## src/rtl/alu_exec_if.sv

```systemverilog
// Handshake and result bus between the sequencer and the multi-cycle ALU.
interface alu_exec_if #(
    parameter int word_size = 16
);
    logic                 start;
    logic [3:0]           opcode;
    logic [word_size-1:0] operand_a;
    logic [word_size-1:0] operand_b;
    logic                 busy;
    logic [word_size-1:0] acc_result;
    logic                 acc_enable;
    logic [3:0]           flags;
    logic                 div_zero;
    logic                 illegal_op;

    modport master (
        output start, opcode, operand_a, operand_b,
        input  busy, acc_result, acc_enable, flags, div_zero, illegal_op
    );

    modport slave (
        input  start, opcode, operand_a, operand_b,
        output busy, acc_result, acc_enable, flags, div_zero, illegal_op
    );
endinterface

```

## src/rtl/alu_exec_unit.sv

```systemverilog
// Multi-cycle ALU sitting between the register file and accumulator R0.
// Single-cycle ops go IDLE->EXEC->WRITE; MUL/DIV/MOD iterate one bit per
// clock in ITER using a shared hi/lo work register pair.
module alu_exec_unit #(
    parameter int word_size = 16
) (
    input logic       clk,
    input logic       rst_n,
    alu_exec_if.slave bus
);
    localparam int cnt_w = $clog2(word_size) + 1;
    localparam logic [cnt_w-1:0]     last_step = cnt_w'(word_size);
    localparam logic [cnt_w-1:0]     cnt_one   = cnt_w'(1);
    localparam logic [word_size-1:0] one       = word_size'(1);
    localparam logic [word_size-1:0] max_pos   = {1'b0, {(word_size-1){1'b1}}};
    localparam logic [word_size-1:0] min_neg   = {1'b1, {(word_size-1){1'b0}}};
    localparam int msb = word_size - 1;

    localparam logic [3:0] op_add  = 4'h0;
    localparam logic [3:0] op_sub  = 4'h1;
    localparam logic [3:0] op_and  = 4'h2;
    localparam logic [3:0] op_or   = 4'h3;
    localparam logic [3:0] op_xor  = 4'h4;
    localparam logic [3:0] op_not  = 4'h5;
    localparam logic [3:0] op_shl  = 4'h6;
    localparam logic [3:0] op_shr  = 4'h7;
    localparam logic [3:0] op_inc  = 4'h8;
    localparam logic [3:0] op_dec  = 4'h9;
    localparam logic [3:0] op_mul  = 4'hA;
    localparam logic [3:0] op_div  = 4'hB;
    localparam logic [3:0] op_mod  = 4'hC;
    localparam logic [3:0] op_pass = 4'hD;

    typedef enum logic [2:0] {IDLE, EXEC, ITER, WRITE, FAULT} state_t;

    state_t               state_q, state_d;
    logic [3:0]           op_q;
    logic [word_size-1:0] a_q, b_q, hi_q, lo_q, acc_q;
    logic [3:0]           flags_q;
    logic                 dz_q;
    logic [cnt_w-1:0]     cnt_q;

    logic [word_size:0]   sum_wide;
    logic [word_size-1:0] sc_result;
    logic                 sc_c, sc_v;
    logic [word_size:0]   mul_sum, div_shift;
    logic [word_size-1:0] div_diff, div_rem, it_result;
    logic                 div_fits, it_c;

    assign bus.busy       = (state_q != IDLE);
    assign bus.acc_enable = (state_q == WRITE);
    assign bus.illegal_op = (state_q == FAULT);
    assign bus.acc_result = acc_q;
    assign bus.flags      = flags_q;
    assign bus.div_zero   = dz_q;

    // Single-cycle result and carry/overflow from the latched operands.
    always_comb begin
        sum_wide  = '0;
        sc_result = '0;
        sc_c      = 1'b0;
        sc_v      = 1'b0;
        case (op_q)
            op_add: begin
                sum_wide  = {1'b0, a_q} + {1'b0, b_q};
                sc_result = sum_wide[msb:0];
                sc_c      = sum_wide[word_size];
                sc_v      = (a_q[msb] == b_q[msb]) && (sc_result[msb] != a_q[msb]);
            end
            op_sub: begin
                sc_result = a_q - b_q;
                sc_c      = (a_q < b_q);
                sc_v      = (a_q[msb] != b_q[msb]) && (sc_result[msb] != a_q[msb]);
            end
            op_and:  sc_result = a_q & b_q;
            op_or:   sc_result = a_q | b_q;
            op_xor:  sc_result = a_q ^ b_q;
            op_not:  sc_result = ~a_q;
            op_shl: begin
                sc_result = {a_q[msb-1:0], 1'b0};
                sc_c      = a_q[msb];
            end
            op_shr: begin
                sc_result = {1'b0, a_q[msb:1]};
                sc_c      = a_q[0];
            end
            op_inc: begin
                sc_result = a_q + one;
                sc_c      = (a_q == '1);
                sc_v      = (a_q == max_pos);
            end
            op_dec: begin
                sc_result = a_q - one;
                sc_c      = (a_q == '0);
                sc_v      = (a_q == min_neg);
            end
            op_mul:  sc_result = '0;
            op_div:  sc_result = '1;
            op_mod:  sc_result = a_q;
            op_pass: sc_result = b_q;
            default: sc_result = '0;
        endcase
    end

    // One shift-add multiply step or restoring divide step, plus the final pick.
    always_comb begin
        mul_sum   = {1'b0, hi_q} + (lo_q[0] ? {1'b0, a_q} : '0);
        div_shift = {hi_q, lo_q[msb]};
        div_fits  = (div_shift >= {1'b0, b_q});
        div_diff  = div_shift[msb:0] - b_q;
        div_rem   = div_fits ? div_diff : div_shift[msb:0];
        it_result = (op_q == op_mod) ? hi_q : lo_q;
        it_c      = (op_q == op_mul) && (hi_q != '0);
    end

    // State register; an async reset aborts any operation in flight.
    always_ff @(posedge clk or negedge rst_n) begin
        if (!rst_n) state_q <= IDLE;
        else        state_q <= state_d;
    end

    // Next-state selection; long ops with a zero divisor/multiplier take the short path.
    always_comb begin
        state_d = state_q;
        case (state_q)
            IDLE: begin
                if (bus.start) begin
                    if (bus.opcode inside {4'hE, 4'hF})
                        state_d = FAULT;
                    else if ((bus.opcode inside {op_mul, op_div, op_mod}) && (bus.operand_b != '0))
                        state_d = ITER;
                    else
                        state_d = EXEC;
                end
            end
            EXEC:    state_d = WRITE;
            ITER:    if (cnt_q == last_step) state_d = WRITE;
            WRITE:   state_d = IDLE;
            FAULT:   state_d = IDLE;
            default: state_d = IDLE;
        endcase
    end

    // Operand latch, iteration datapath and result/flag registers.
    always_ff @(posedge clk or negedge rst_n) begin
        if (!rst_n) begin
            op_q    <= '0;
            a_q     <= '0;
            b_q     <= '0;
            hi_q    <= '0;
            lo_q    <= '0;
            cnt_q   <= '0;
            acc_q   <= '0;
            flags_q <= '0;
            dz_q    <= 1'b0;
        end else begin
            case (state_q)
                IDLE: begin
                    if (bus.start) begin
                        op_q  <= bus.opcode;
                        a_q   <= bus.operand_a;
                        b_q   <= bus.operand_b;
                        hi_q  <= '0;
                        lo_q  <= (bus.opcode == op_mul) ? bus.operand_b : bus.operand_a;
                        cnt_q <= '0;
                        dz_q  <= 1'b0;
                    end
                end
                EXEC: begin
                    acc_q   <= sc_result;
                    flags_q <= {(sc_result == '0), sc_result[msb], sc_c, sc_v};
                    if (op_q == op_div || op_q == op_mod) dz_q <= 1'b1;
                end
                ITER: begin
                    if (cnt_q != last_step) begin
                        cnt_q <= cnt_q + cnt_one;
                        if (op_q == op_mul) begin
                            hi_q <= mul_sum[word_size:1];
                            lo_q <= {mul_sum[0], lo_q[msb:1]};
                        end else begin
                            hi_q <= div_rem;
                            lo_q <= {lo_q[msb-1:0], div_fits};
                        end
                    end else begin
                        acc_q   <= it_result;
                        flags_q <= {(it_result == '0), it_result[msb], it_c, 1'b0};
                    end
                end
                default: ;
            endcase
        end
    end
endmodule

```

## src/flat_wrapper.sv

```systemverilog
// flat-port wrapper written by rule: the top's interface ports become plain ports
module alu_exec_unit_flat 
#(
    parameter int word_size = 16
)
  (clk, rst_n, bus_start, bus_opcode, bus_operand_a, bus_operand_b, bus_busy, bus_acc_result, bus_acc_enable, bus_flags, bus_div_zero, bus_illegal_op);
  alu_exec_if #(.word_size(word_size)) bus_i ();
  input logic clk;
  input logic rst_n;
  input wire logic [$bits(bus_i.start)-1:0] bus_start;
  input wire logic [$bits(bus_i.opcode)-1:0] bus_opcode;
  input wire logic [$bits(bus_i.operand_a)-1:0] bus_operand_a;
  input wire logic [$bits(bus_i.operand_b)-1:0] bus_operand_b;
  output wire logic [$bits(bus_i.busy)-1:0] bus_busy;
  output wire logic [$bits(bus_i.acc_result)-1:0] bus_acc_result;
  output wire logic [$bits(bus_i.acc_enable)-1:0] bus_acc_enable;
  output wire logic [$bits(bus_i.flags)-1:0] bus_flags;
  output wire logic [$bits(bus_i.div_zero)-1:0] bus_div_zero;
  output wire logic [$bits(bus_i.illegal_op)-1:0] bus_illegal_op;
  assign bus_i.start = bus_start;
  assign bus_i.opcode = bus_opcode;
  assign bus_i.operand_a = bus_operand_a;
  assign bus_i.operand_b = bus_operand_b;
  assign bus_busy = bus_i.busy;
  assign bus_acc_result = bus_i.acc_result;
  assign bus_acc_enable = bus_i.acc_enable;
  assign bus_flags = bus_i.flags;
  assign bus_div_zero = bus_i.div_zero;
  assign bus_illegal_op = bus_i.illegal_op;
  alu_exec_unit #(.word_size(word_size)) u_core (.clk(clk), .rst_n(rst_n), .bus(bus_i));
endmodule
```

## config.mk

```make
export PLATFORM = sky130hd
export DESIGN_NAME = alu_exec_unit_flat
export DESIGN_NICKNAME = d
export VERILOG_FILES = /design/src/rtl/alu_exec_if.sv /design/src/rtl/alu_exec_unit.sv /design/src/flat_wrapper.sv
export SDC_FILE = /design/constraint.sdc
export NUM_CORES = 1
export LEC_CHECK = 0
export CAP_MARGIN = 20
export CORE_AREA = 3 3 104 180
export CTS_BUF_LIST = sky130_fd_sc_hd__clkbuf_4
export DETAILED_ROUTE_END_ITERATION = 8
export DIE_AREA = 0 0 107 183
export GPL_ROUTABILITY_DRIVEN = 0
export GPL_TIMING_DRIVEN = 1
export PLACE_DENSITY = 0.85
export SYNTH_ARGS = -nofsm -noshare
export SYNTH_HDL_FRONTEND = slang
export SYNTH_SLANG_ARGS = --single-unit
```

## constraint.sdc

```tcl
create_clock -name clk -period 10.17 [get_ports clk]
set_input_delay 2.5425 -clock clk [delete_from_list [all_inputs] [get_ports clk]]
set_output_delay 2.5425 -clock clk [all_outputs]
set_load 0.005 [all_outputs]
```

==> metrics.txt <==
status complete, no violations; CTS Buf Count 9; register bit total from synthesis 96; CP Launch Type primary input; clock tree buffer depth 2; Final Net Count 1477; Hold Violations, Final 0; IO Port Bufs 62; layout cell share with drive strength beyond 1 0.0605; drc violations 0; mapped cell area 10300 µm²; Post-synth ARST share 1.00; drt wl/cell 23.1 µm; Placement Rows 64; largest net degree at the start of global routing 77; Syn Inst Count 1355; Post-synth EDFFs 0; Ports 63; die width 107 µm; non-filler cells, final 1588; DRT Pass-1 Iters 7; layout overhead on the synthesized area 8.05%; htree depth 3; Global Route Usage Sum 0.373; Min Hold Slack 0.492 ns; Post-CTS Resized 0; Setup Fix Bufs, Post-CTS 0; Final TNS setup 0 ns; CTS tree built; CORE AREA 17500 µm²; Net Count, Synth 1481; grt total ovfl 0; HPWL Detailed 27600 µm; WP data required 10.53 ns; worst skew pair latency 0.48 ns; Worst Skew 0.0300 ns; routed vias/inst 6.89; Final Max Tran Viols 0; first-pass GRT wire length 56900 µm; routed wire length 36600 µm; # hold bufs at CTS 0; Syn. warnings 0; CP max-delay cell nor2_2; Filler Cell Count 1474; placed cells 1570; Sink Count 96; post-synthesis sequential area ratio 0.233; DP Area 11000 µm²; # setup viols final 0; top_reg_cell synth dfrtp_1; Chip Height 183 µm; die area 19600 µm²; maxcap violations 0; Initial DRC Count 1442; Worst setup EP type flop; Yosys cell types 79; Syn Area/Cell 7.62 µm²; routed via count 10900; Clk pin slew, worst setup/hold paths 0.15 ns; Worst Path Max Fanout 75; Root Buffer clkbuf_4; antenna violations before repair 1; Max Freq 221 MHz; worst hold-check path type flop to flop; CP max stage delay 0.69 ns; Routed Antenna Nets 0; Relative slew margins 0.310; critical path's most frequent cell buf_4; crit path cell chain clkdlybuf4s50_1, and2_2, buf_4, nor2_2, buf_4, a311oi_1, a21o_1; CP Data Arrival Time 4.88 ns; worst-margin pin slew 1.01 ns; Starting Density 0.589; fin crit period 4.52 ns; RSZ-0062 raised after global routing no; vias in the first global route 10600; post-route cell area 11200 µm²; Crit Path Category primary input to flop; period utilisation layout 0.444
==> cell type report <==
type / count / area, µm² / area share
Multi-Input combinational cell: 1100 / 7320 / 0.656
Antenna cell: 1 / 2.50 / 0.000224
Clock inverter: 7 / 56.3 / 0.00505
Clock buffer: 9 / 67.6 / 0.00606
Tap cell: 231 / 289 / 0.0259
Timing Repair Buffer: 82 / 788 / 0.0707
Inverter: 62 / 233 / 0.0209
Sequential cell: 96 / 2400 / 0.215
==> critical path, delay by kind of cell <==
family                 cells  cell delay, ns
buffers and inverters      3            1.16
AOI/OAI and AO/OA          2            0.24
and+or+nand+nor            2            0.88
==> layer usage <==
metal	part of all wire	global-route usage	up-vias
met1	0.34	0.429	5054
met4	0.093	0.296	0
li1	-	-	4944
met3	0.092	0.0525	209
met5	0	0	-
met2	0.48	0.613	738
==> sequential cells by signal (all words and copies together) (netlist names) <==
signal	count
u_core.a_q	16
u_core.b_q	16
u_core.hi_q	16
u_core.lo_q	16
u_core.bus.acc_result	15
u_core.cnt_q	5
u_core.bus.flags	4
u_core.op_q	4
u_core.state_q	3
u_core.bus.div_zero	1
==> synthesized netlist by cell type, drive strengths merged, types with 4 or more instances <==
cell type	n	share of area
nand4	17	0.010
inv	62	0.023
mux2	27	0.029
nand2b	18	0.011
and4	4	0.0034
o32a	5	0.0048
fa	4	0.0078
xnor2	33	0.028
nand2	181	0.066
a22o	11	0.0093
nand3	15	0.0073
nor4	30	0.018
dfrtp	96	0.23
a211oi	19	0.014
o21a	11	0.0080
o2111ai	5	0.0042
a221oi	17	0.014
o21ai	129	0.063
a21oi	126	0.061
o22ai	13	0.0079
a2111oi	5	0.0048
nand3b	4	0.0029
o31ai	8	0.0058
clkbuf	71	0.026
nor2	85	0.031
a31o	4	0.0034
mux2i	41	0.040
or3	10	0.0061
xor2	7	0.0059
o211ai	9	0.0065
nor2b	13	0.0079
nor3	32	0.016
a31oi	8	0.0048
a32o	4	0.0039
and2	17	0.010
a22oi	6	0.0044
a311oi	6	0.0051
a21o	22	0.016
buf	26	0.014
a221o	5	0.0048
o21bai	12	0.0091
o221ai	10	0.0085
ha	83	0.10
==> cell families (layout without fill, tap and decap cells) <==
kind of cell / count (synthesis) / count (layout) / synth area share
compound gates: 460 / 460 / 0.285
simple gates: 444 / 444 / 0.206
buf+inv: 159 / 160 / 0.0626
flops: 96 / 96 / 0.233
fa+ha+maj: 87 / 87 / 0.108
mux: 69 / 69 / 0.0714
xor+xnor: 40 / 40 / 0.0339
other cells: 0 / 1 / 0
==> cell usage in the layout (no fill, tap or decap), types with 11 or more instances in the layout <==
master	n
a211oi_1	19
a21o_1	22
a21oi_1	125
a221oi_1	17
a22o_1	11
and2_1	16
buf_4	20
clkdlybuf4s50_1	61
dfrtp_1	96
ha_1	83
inv_1	60
mux2_2	23
mux2i_1	41
nand2_1	181
nand2b_1	18
nand3_1	15
nand4_1	17
nor2_1	83
nor2b_1	13
nor3_1	30
nor4_1	29
o21a_1	11
o21ai_0	111
o21ai_1	18
o21bai_1	11
o22ai_1	13
xnor2_1	33
==> final timing paths <==
kind	startpoint	to	slack, ns	cells after the start
max	bus_start	u_core.lo_q[0]	5.65	7
min	u_core.bus.acc_result[14]	u_core.bus.acc_result[14]	0.49	2
max reg2reg	u_core.a_q[1]	u_core.bus.flags[2]	5.74	12
min reg2reg	u_core.bus.acc_result[14]	u_core.bus.acc_result[14]	0.49	2
max in group asynchronous	rst_n	u_core.lo_q[2]	6.99	2
min in group asynchronous	rst_n	u_core.bus.acc_result[9]	1.90	1
==> stage by stage <==
stage          setup slack, ns   util
6_report                  5.65  0.636
5_1_grt                   5.44  0.636
4_1_cts                   5.70  0.634
3_5_place_dp              5.19  0.627
3_3_place_gp              5.24  0.627
2_1_floorplan             5.94      -
Power is not shown: default switching activity piles up to over one toggle a cycle in this logic, so the estimate is an artifact.
